File: src/rtl/wb_pkg.sv
// Shared types and sizing for the D-cache write-through buffer.
package wb_pkg;

    localparam int WB_DEPTH    = 4;
    localparam int WB_PTR_BITS = 2;
    localparam int WB_CNT_BITS = 3;

    typedef struct packed {
        logic [29:0] addr;
        logic [31:0] data;
    } wb_entry_t;

    typedef enum logic [0:0] {
        ST_IDLE  = 1'b0,
        ST_DRAIN = 1'b1
    } wb_state_e;

    function automatic logic [WB_PTR_BITS-1:0] ptr_inc(input logic [WB_PTR_BITS-1:0] ptr);
        return ptr + 2'd1;
    endfunction

endpackage

File: src/rtl/write_buffer_if.sv
// Cache-side and memory-side signals of the write buffer.
interface write_buffer_if;
    logic        up_write_en;
    logic        up_read_en;
    logic [31:0] up_addr;
    logic [31:0] up_wdata;
    logic [31:0] up_rdata;
    logic        up_ready;
    logic        empty;
    logic [2:0]  count;
    logic        mem_read_en;
    logic        mem_write_en;
    logic [31:0] mem_addr;
    logic [31:0] mem_wdata;
    logic [31:0] mem_rdata;
    logic        mem_ready;

    modport slave (
        input  up_write_en, up_read_en, up_addr, up_wdata, mem_rdata, mem_ready,
        output up_rdata, up_ready, empty, count, mem_read_en, mem_write_en, mem_addr, mem_wdata
    );

    modport master (
        output up_write_en, up_read_en, up_addr, up_wdata, mem_rdata, mem_ready,
        input  up_rdata, up_ready, empty, count, mem_read_en, mem_write_en, mem_addr, mem_wdata
    );
endinterface

File: src/rtl/wb_match.sv
// Youngest-match store-to-load forwarding search over the buffered entries.
module wb_match
    import wb_pkg::*;
(
    input  wb_entry_t                entries [WB_DEPTH],
    input  logic [WB_PTR_BITS-1:0]   head,
    input  logic [WB_CNT_BITS-1:0]   count,
    input  logic [29:0]              addr,
    output logic                     hit,
    output logic [31:0]              data
);

    logic [WB_PTR_BITS-1:0] idx_s;

    // Walk oldest to youngest so a later match overrides an earlier one.
    always_comb begin
        hit   = 1'b0;
        data  = 32'd0;
        idx_s = head;
        for (int i = 0; i < WB_DEPTH; i++) begin
            idx_s = head + WB_PTR_BITS'(i);
            if ((WB_CNT_BITS'(i) < count) && (entries[idx_s].addr == addr)) begin
                hit  = 1'b1;
                data = entries[idx_s].data;
            end else begin
                hit  = hit;
                data = data;
            end
        end
    end

endmodule

File: src/rtl/write_buffer.sv
// 4-entry write-through store buffer with in-order drain and read forwarding.
module write_buffer
    import wb_pkg::*;
(
    input  logic           clk,
    input  logic           reset,
    write_buffer_if.slave  bus
);

    wb_entry_t              entries_r [WB_DEPTH];
    logic [WB_PTR_BITS-1:0] head_r;
    logic [WB_PTR_BITS-1:0] tail_r;
    logic [WB_CNT_BITS-1:0] count_r;
    logic [WB_CNT_BITS-1:0] count_s;
    wb_state_e              state_r;
    wb_state_e              state_s;
    logic                   enq_s;
    logic                   wr_en_s;
    logic                   retire_s;
    logic                   hit_s;
    logic [31:0]            hit_data_s;

    assign enq_s    = bus.up_write_en && (count_r != 3'd4);
    // Reads own the memory port, so a read cycle never issues or retires a write.
    assign wr_en_s  = (state_r == ST_DRAIN) && (count_r != 3'd0) && !bus.up_read_en;
    assign retire_s = wr_en_s && bus.mem_ready;

    // Next occupancy from enqueue/retire; both together leave it unchanged.
    always_comb begin
        case ({enq_s, retire_s})
            2'b10:   count_s = count_r + 3'd1;
            2'b01:   count_s = count_r - 3'd1;
            default: count_s = count_r;
        endcase
    end

    // Drain FSM next state, tracking the post-edge occupancy.
    always_comb begin
        state_s = state_r;
        case (state_r)
            ST_IDLE: begin
                if (count_s != 3'd0) state_s = ST_DRAIN;
                else                 state_s = ST_IDLE;
            end
            ST_DRAIN: begin
                if (retire_s && (count_s == 3'd0)) state_s = ST_IDLE;
                else                               state_s = ST_DRAIN;
            end
            default: state_s = ST_IDLE;
        endcase
    end

    // Pointer, occupancy and FSM state registers.
    always_ff @(posedge clk or negedge reset) begin
        if (!reset) begin
            head_r  <= 2'd0;
            tail_r  <= 2'd0;
            count_r <= 3'd0;
            state_r <= ST_IDLE;
        end else begin
            count_r <= count_s;
            state_r <= state_s;
            if (enq_s)    tail_r <= ptr_inc(tail_r);
            if (retire_s) head_r <= ptr_inc(head_r);
        end
    end

    // Entry payload storage; validity comes from head/count, so no reset is needed.
    always_ff @(posedge clk) begin
        if (enq_s) entries_r[tail_r] <= '{addr: bus.up_addr[31:2], data: bus.up_wdata};
    end

    wb_match u_match (
        .entries (entries_r),
        .head    (head_r),
        .count   (count_r),
        .addr    (bus.up_addr[31:2]),
        .hit     (hit_s),
        .data    (hit_data_s)
    );

    // Memory command and cache-facing outputs.
    always_comb begin
        bus.up_ready     = (count_r != 3'd4);
        bus.empty        = (count_r == 3'd0);
        bus.count        = count_r;
        bus.mem_read_en  = bus.up_read_en;
        bus.mem_write_en = wr_en_s;
        bus.up_rdata     = hit_s ? hit_data_s : bus.mem_rdata;
        if (bus.up_read_en) begin
            bus.mem_addr = bus.up_addr;
        end else if (wr_en_s) begin
            bus.mem_addr = {entries_r[head_r].addr, 2'b00};
        end else begin
            bus.mem_addr = 32'd0;
        end
        if (wr_en_s) bus.mem_wdata = entries_r[head_r].data;
        else         bus.mem_wdata = 32'd0;
    end

endmodule

File: src/flat_wrapper.sv
// flat-port wrapper written by rule: the top's interface ports become plain ports
module write_buffer_flat import wb_pkg::*;
  (clk, reset, bus_up_write_en, bus_up_read_en, bus_up_addr, bus_up_wdata, bus_mem_rdata, bus_mem_ready, bus_up_rdata, bus_up_ready, bus_empty, bus_count, bus_mem_read_en, bus_mem_write_en, bus_mem_addr, bus_mem_wdata);
  write_buffer_if bus_i ();
  input  logic clk;
  input  logic reset;
  input wire logic [$bits(bus_i.up_write_en)-1:0] bus_up_write_en;
  input wire logic [$bits(bus_i.up_read_en)-1:0] bus_up_read_en;
  input wire logic [$bits(bus_i.up_addr)-1:0] bus_up_addr;
  input wire logic [$bits(bus_i.up_wdata)-1:0] bus_up_wdata;
  input wire logic [$bits(bus_i.mem_rdata)-1:0] bus_mem_rdata;
  input wire logic [$bits(bus_i.mem_ready)-1:0] bus_mem_ready;
  output wire logic [$bits(bus_i.up_rdata)-1:0] bus_up_rdata;
  output wire logic [$bits(bus_i.up_ready)-1:0] bus_up_ready;
  output wire logic [$bits(bus_i.empty)-1:0] bus_empty;
  output wire logic [$bits(bus_i.count)-1:0] bus_count;
  output wire logic [$bits(bus_i.mem_read_en)-1:0] bus_mem_read_en;
  output wire logic [$bits(bus_i.mem_write_en)-1:0] bus_mem_write_en;
  output wire logic [$bits(bus_i.mem_addr)-1:0] bus_mem_addr;
  output wire logic [$bits(bus_i.mem_wdata)-1:0] bus_mem_wdata;
  assign bus_i.up_write_en = bus_up_write_en;
  assign bus_i.up_read_en = bus_up_read_en;
  assign bus_i.up_addr = bus_up_addr;
  assign bus_i.up_wdata = bus_up_wdata;
  assign bus_i.mem_rdata = bus_mem_rdata;
  assign bus_i.mem_ready = bus_mem_ready;
  assign bus_up_rdata = bus_i.up_rdata;
  assign bus_up_ready = bus_i.up_ready;
  assign bus_empty = bus_i.empty;
  assign bus_count = bus_i.count;
  assign bus_mem_read_en = bus_i.mem_read_en;
  assign bus_mem_write_en = bus_i.mem_write_en;
  assign bus_mem_addr = bus_i.mem_addr;
  assign bus_mem_wdata = bus_i.mem_wdata;
  write_buffer u_core (.clk(clk), .reset(reset), .bus(bus_i));
endmodule
File: config.mk
export PLATFORM = sky130hd
export DESIGN_NAME = write_buffer_flat
export DESIGN_NICKNAME = d
export VERILOG_FILES = /design/src/rtl/wb_pkg.sv /design/src/rtl/write_buffer_if.sv /design/src/rtl/wb_match.sv /design/src/rtl/write_buffer.sv /design/src/flat_wrapper.sv
export SDC_FILE = /design/constraint.sdc
export NUM_CORES = 1
export LEC_CHECK = 0
export CORE_MARGIN = 2
export CORE_UTILIZATION = 58
export DETAILED_ROUTE_END_ITERATION = 8
export GPL_TIMING_DRIVEN = 0
export PLACE_DENSITY = 0.82
export RECOVER_POWER = 100
export SKIP_CTS_REPAIR_TIMING = 1
export SLEW_MARGIN = 5
export SYNTH_ARGS = -nofsm -noshare
export SYNTH_HDL_FRONTEND = slang
export SYNTH_SLANG_ARGS = --single-unit
export TNS_END_PERCENT = 30
File: constraint.sdc
create_clock -name clk -period 5.65 [get_ports clk]
set_input_delay 1.13 -clock clk [delete_from_list [all_inputs] [get_ports clk]]
set_output_delay 1.13 -clock clk [all_outputs]
set_load 0.05 [all_outputs]
==> out/results.tsv <==
stage	metric	value	unit
run_status	status	finished, violations left	
run_status	failed_checks	setup timing	
power	total_leakage_power	8.55	nW
sta	slew_viol_final	0	
sta	slew_headroom	35.8	%
power	pwr-share-seq	22.3	%
sta	worst_slack	-100	ps
yosys	synth_fp_nets	1704	
power	internal_power	6.83	mW
clocking	cts_buffers	27	
flow_run	maxCapViolCount	0	
grt	grt_pass1_wl	97.4	mm
yosys	synth-edff-count	248	
layout	fin_cells	2269	
floorplan	dieArea	32300	um2
routing	drtPass1Iterations	6	
routing	via_count	16300	
power	swShare	46.4	%
floorplan	die_x	180	um
sta	finalClockSkew	11.4	ps
layout	drive_above_1_share	24.8	%
clocking	ctsHtreeMaxLevel	1	
routing	drt_iter0_drc	2658	
grt	antenna_found_initial	0	
sta	max_freq	174	MHz
routing	totalWireLength	68.7	mm
worst_setup_path	max_stage_delay	420	ps
placed_design	place_congestion	0.996	
yosys	syn_area	17900	um2
floorplan	die_h	180	um
power	switchingPower	5.90	mW
sta	rsz0062_at_grt	yes	
placed_design	dp.cells	2194	
clocking	clock_path_buffers	3	
worst_setup_path	cp_max_fo	10	
clocking	clock-sinks	256	
sta	tightest_slew	963	ps
yosys	ys_warn_count	0	
worst_setup_path	cpMaxStageDelayCell	dfrtp_2	
layout	areaGrowthSynthToFinish	27.6	%
layout	fin_util	74.8	%
clocking	clock-root-buffer	clkbuf_16	
sta	finalCritPeriodShare	102	%
sta	setup_viol	28	
placed_design	dp.final_hpwl	46.8	mm
routing	via_per_inst	7.18	
routing	ant_nets	0	
placed_design	placed_area	20600	um2
worst_setup_path	arrival	4620	ps
worst_setup_path	critPathKind	flip-flop to output pin	
yosys	avgSynthCellArea	11.2	um2
layout	fillers	2044	
floorplan	start_util	58.6	%
yosys	synth_top_area_share	41.6	%
grt	grt_pass1_vias	15600	
yosys	synth-seq-cells	256	
layout	design_area	22800	um2
floorplan	core	30500	um2
placed_design	io_buffers	202	
yosys	async_flop_share	3.13	%
grt	grt_max_degree	49	
power	power_density	558	nW/um2
power	comb_power_share	63.6	%
routing	wl_per_cell	30.3	um
sta	setup_tns	-1160	ps
clocking	clk_latency	550	ps
grt	grt_usage	39.8	%
worst_setup_path	required	4520	ps
worst_setup_path	start_kind	flip-flop	
yosys	synth_flop_cell	edfxtp_1	
yosys	synthDistinctLibCells	61	
worst_setup_path	cpMostUsedCell	buf_12	
hold_path	worstHoldPathType	flip-flop to flip-flop	
sta	fin_crit	5750	ps
grt	globalRouteOverflowTotal	0	
power	clock_power_share	14.1	%
layout	nNetsFinal	1966	
floorplan	rows	64	
sta	finalHoldViolCount	0	
power	power	12.7	mW
floorplan	io_pins	204	
yosys	ys_top_cells_by_area	edfxtp_1 42%, mux2i_1 12%, mux4_2 8.6%, xnor2_1 4.5%, nor2_1 3.9%	
worst_setup_path	endpoint_kind	output pin	
routing	drc_errors	0	
yosys	synth_top_area_cell	edfxtp_1	
worst_setup_path	path_cells	buf_12 > buf_12 > buf_8 > buf_12 > buf_12 > buf_12 > mux2i_4 > mux2i_2 > xnor2_1 > nand4_1 > nor4_2 > nand4_1 > buf_4 > a32oi_4 > buf_6 > clkbuf_16 > o21a_1 > a21oi_2 > buf_6	
power	ir_drop	0.362	mV
yosys	yosysSeqAreaShare	42.8	%
layout	antennaDiodeCount	0	
yosys	synthCells	1592	
clocking	cts_tree	yes	
clocking	clk_pin_slew	60	ps
cells in the mapped netlist, types with 34 or more instances:
| master | number |
|---|---|
| a21oi_1 | 83 |
| clkbuf_1 | 94 |
| edfxtp_1 | 248 |
| mux2_2 | 40 |
| mux2i_1 | 218 |
| mux4_2 | 68 |
| nand2_1 | 43 |
| nor2_1 | 186 |
| nor3_1 | 68 |
| o211ai_1 | 34 |
| o22ai_1 | 38 |
| xnor2_1 | 92 |
routing by layer:
layer | GRT usage, % | up-vias | wire, um
li1 | - | 6657 | -
met3 | 7.84 | 341 | 8220
met5 | 0 | - | 0
met2 | 65.4 | 1487 | 32000
met1 | 50.3 | 7804 | 23800
met4 | 20.8 | 0 | 4720
critical path, delay by kind of cell (launching register included):
family	cells	cell delay (ps)
AOI/OAI and AO/OA	3	530
buffers and inverters	10	1700
muxes	2	400
and+or+nand+nor	3	790
xor gates and xnor gates	1	170
DFF	1	420
cells by family after synthesis:
family / count (synthesis) / synth area share (%)
AND/OR/NAND/NOR: 390 / 10.2
AO/OA/AOI/OAI: 317 / 12.7
XOR/XNOR: 113 / 5.53
flip-flops: 256 / 42.8
buffers and inverters: 175 / 4.46
adder cells (fa/ha/maj): 11 / 0.770
multiplexers: 330 / 23.5
flip-flops by register name, summed over array words and instances (netlist names):
signal            flops
u_core.head_r         2
u_core.state_r        1
u_core.tail_r         2
u_core.entries_r    248
u_core.bus.count      3
cell type report:
cell class | instances | area [um2] | area share [%]
tap | 396 | 495 | 2.17
timing repair buffer | 244 | 2430 | 10.7
clock inverter | 13 | 143 | 0.625
inverter | 17 | 63.8 | 0.280
sequential | 256 | 7650 | 33.5
buffer | 147 | 1180 | 5.17
multi-input combinational | 1161 | 10100 | 44.3
clock buffer | 35 | 736 | 3.22
per-stage QoR:
step                      hold WS (ps)  worst slack, ps
after global placement             479            -1980
final                              506             -100
after global routing               530             -104
after floorplan                    459            -20.1
after CTS                          502            -2610
after detailed placement           487            -2020
power by group through the flow:
stage | combinational (mW) | sequential (mW) | clock [mW]
6_report | 8.10 | 2.84 | 1.79
5_1_grt | 8.33 | 2.86 | 1.86
3_5_place_dp | 7.10 | 2.82 | 0
2_1_floorplan | 4.88 | 2.77 | 0
4_1_cts | 7.14 | 2.79 | 1.79
3_3_place_gp | 6.97 | 2.85 | 0
placed cells by master (no fill, tap or decap), types with 17 or more instances in the layout:
master           synthesis  final
dlymetal6s2s_1           0     40
nor2b_1                 26     26
buf_6                    6     37
nor3_1                  68     67
mux2i_1                218    185
mux4_2                  68     68
clkbuf_16                0     29
nor2_1                 186    186
xnor2_1                 92     78
clkdlybuf4s50_1          0    116
buf_4                   14     54
a22o_1                  32     32
xor2_1                  21     20
o22ai_1                 38     38
nand4_1                 20     20
o221a_2                 32     32
inv_1                   17     17
nand2_1                 43     42
a21oi_1                 83     76
clkbuf_1                94     48
mux2_2                  40     40
mux2i_2                  0     18
a211oi_1                24     24
clkbuf_2                 0     35
edfxtp_1               248    248
o211ai_1                34     34
clkbuf_4                 0     19
path summary, 6_finish.rpt:
kind	from	slack (ps)	depth (start not counted)	endpoint
worst max-delay path	u_core.head_r[1]$_DFFE_PN0P_	-100	19	bus_up_rdata[14]
worst min-delay path	u_core.state_r$_DFF_PN0_	510	1	u_core.state_r$_DFF_PN0_
worst max register to register	u_core.bus.count[0]$_DFF_PN0_	2150	11	u_core.state_r$_DFF_PN0_
worst min register to register	u_core.state_r$_DFF_PN0_	510	1	u_core.state_r$_DFF_PN0_
max in group asynchronous	reset	4500	1	u_core.head_r[1]$_DFFE_PN0P_
min in group asynchronous	reset	870	1	u_core.head_r[0]$_DFFE_PN0P_
Note: power is estimated with default switching activity, not from simulation.
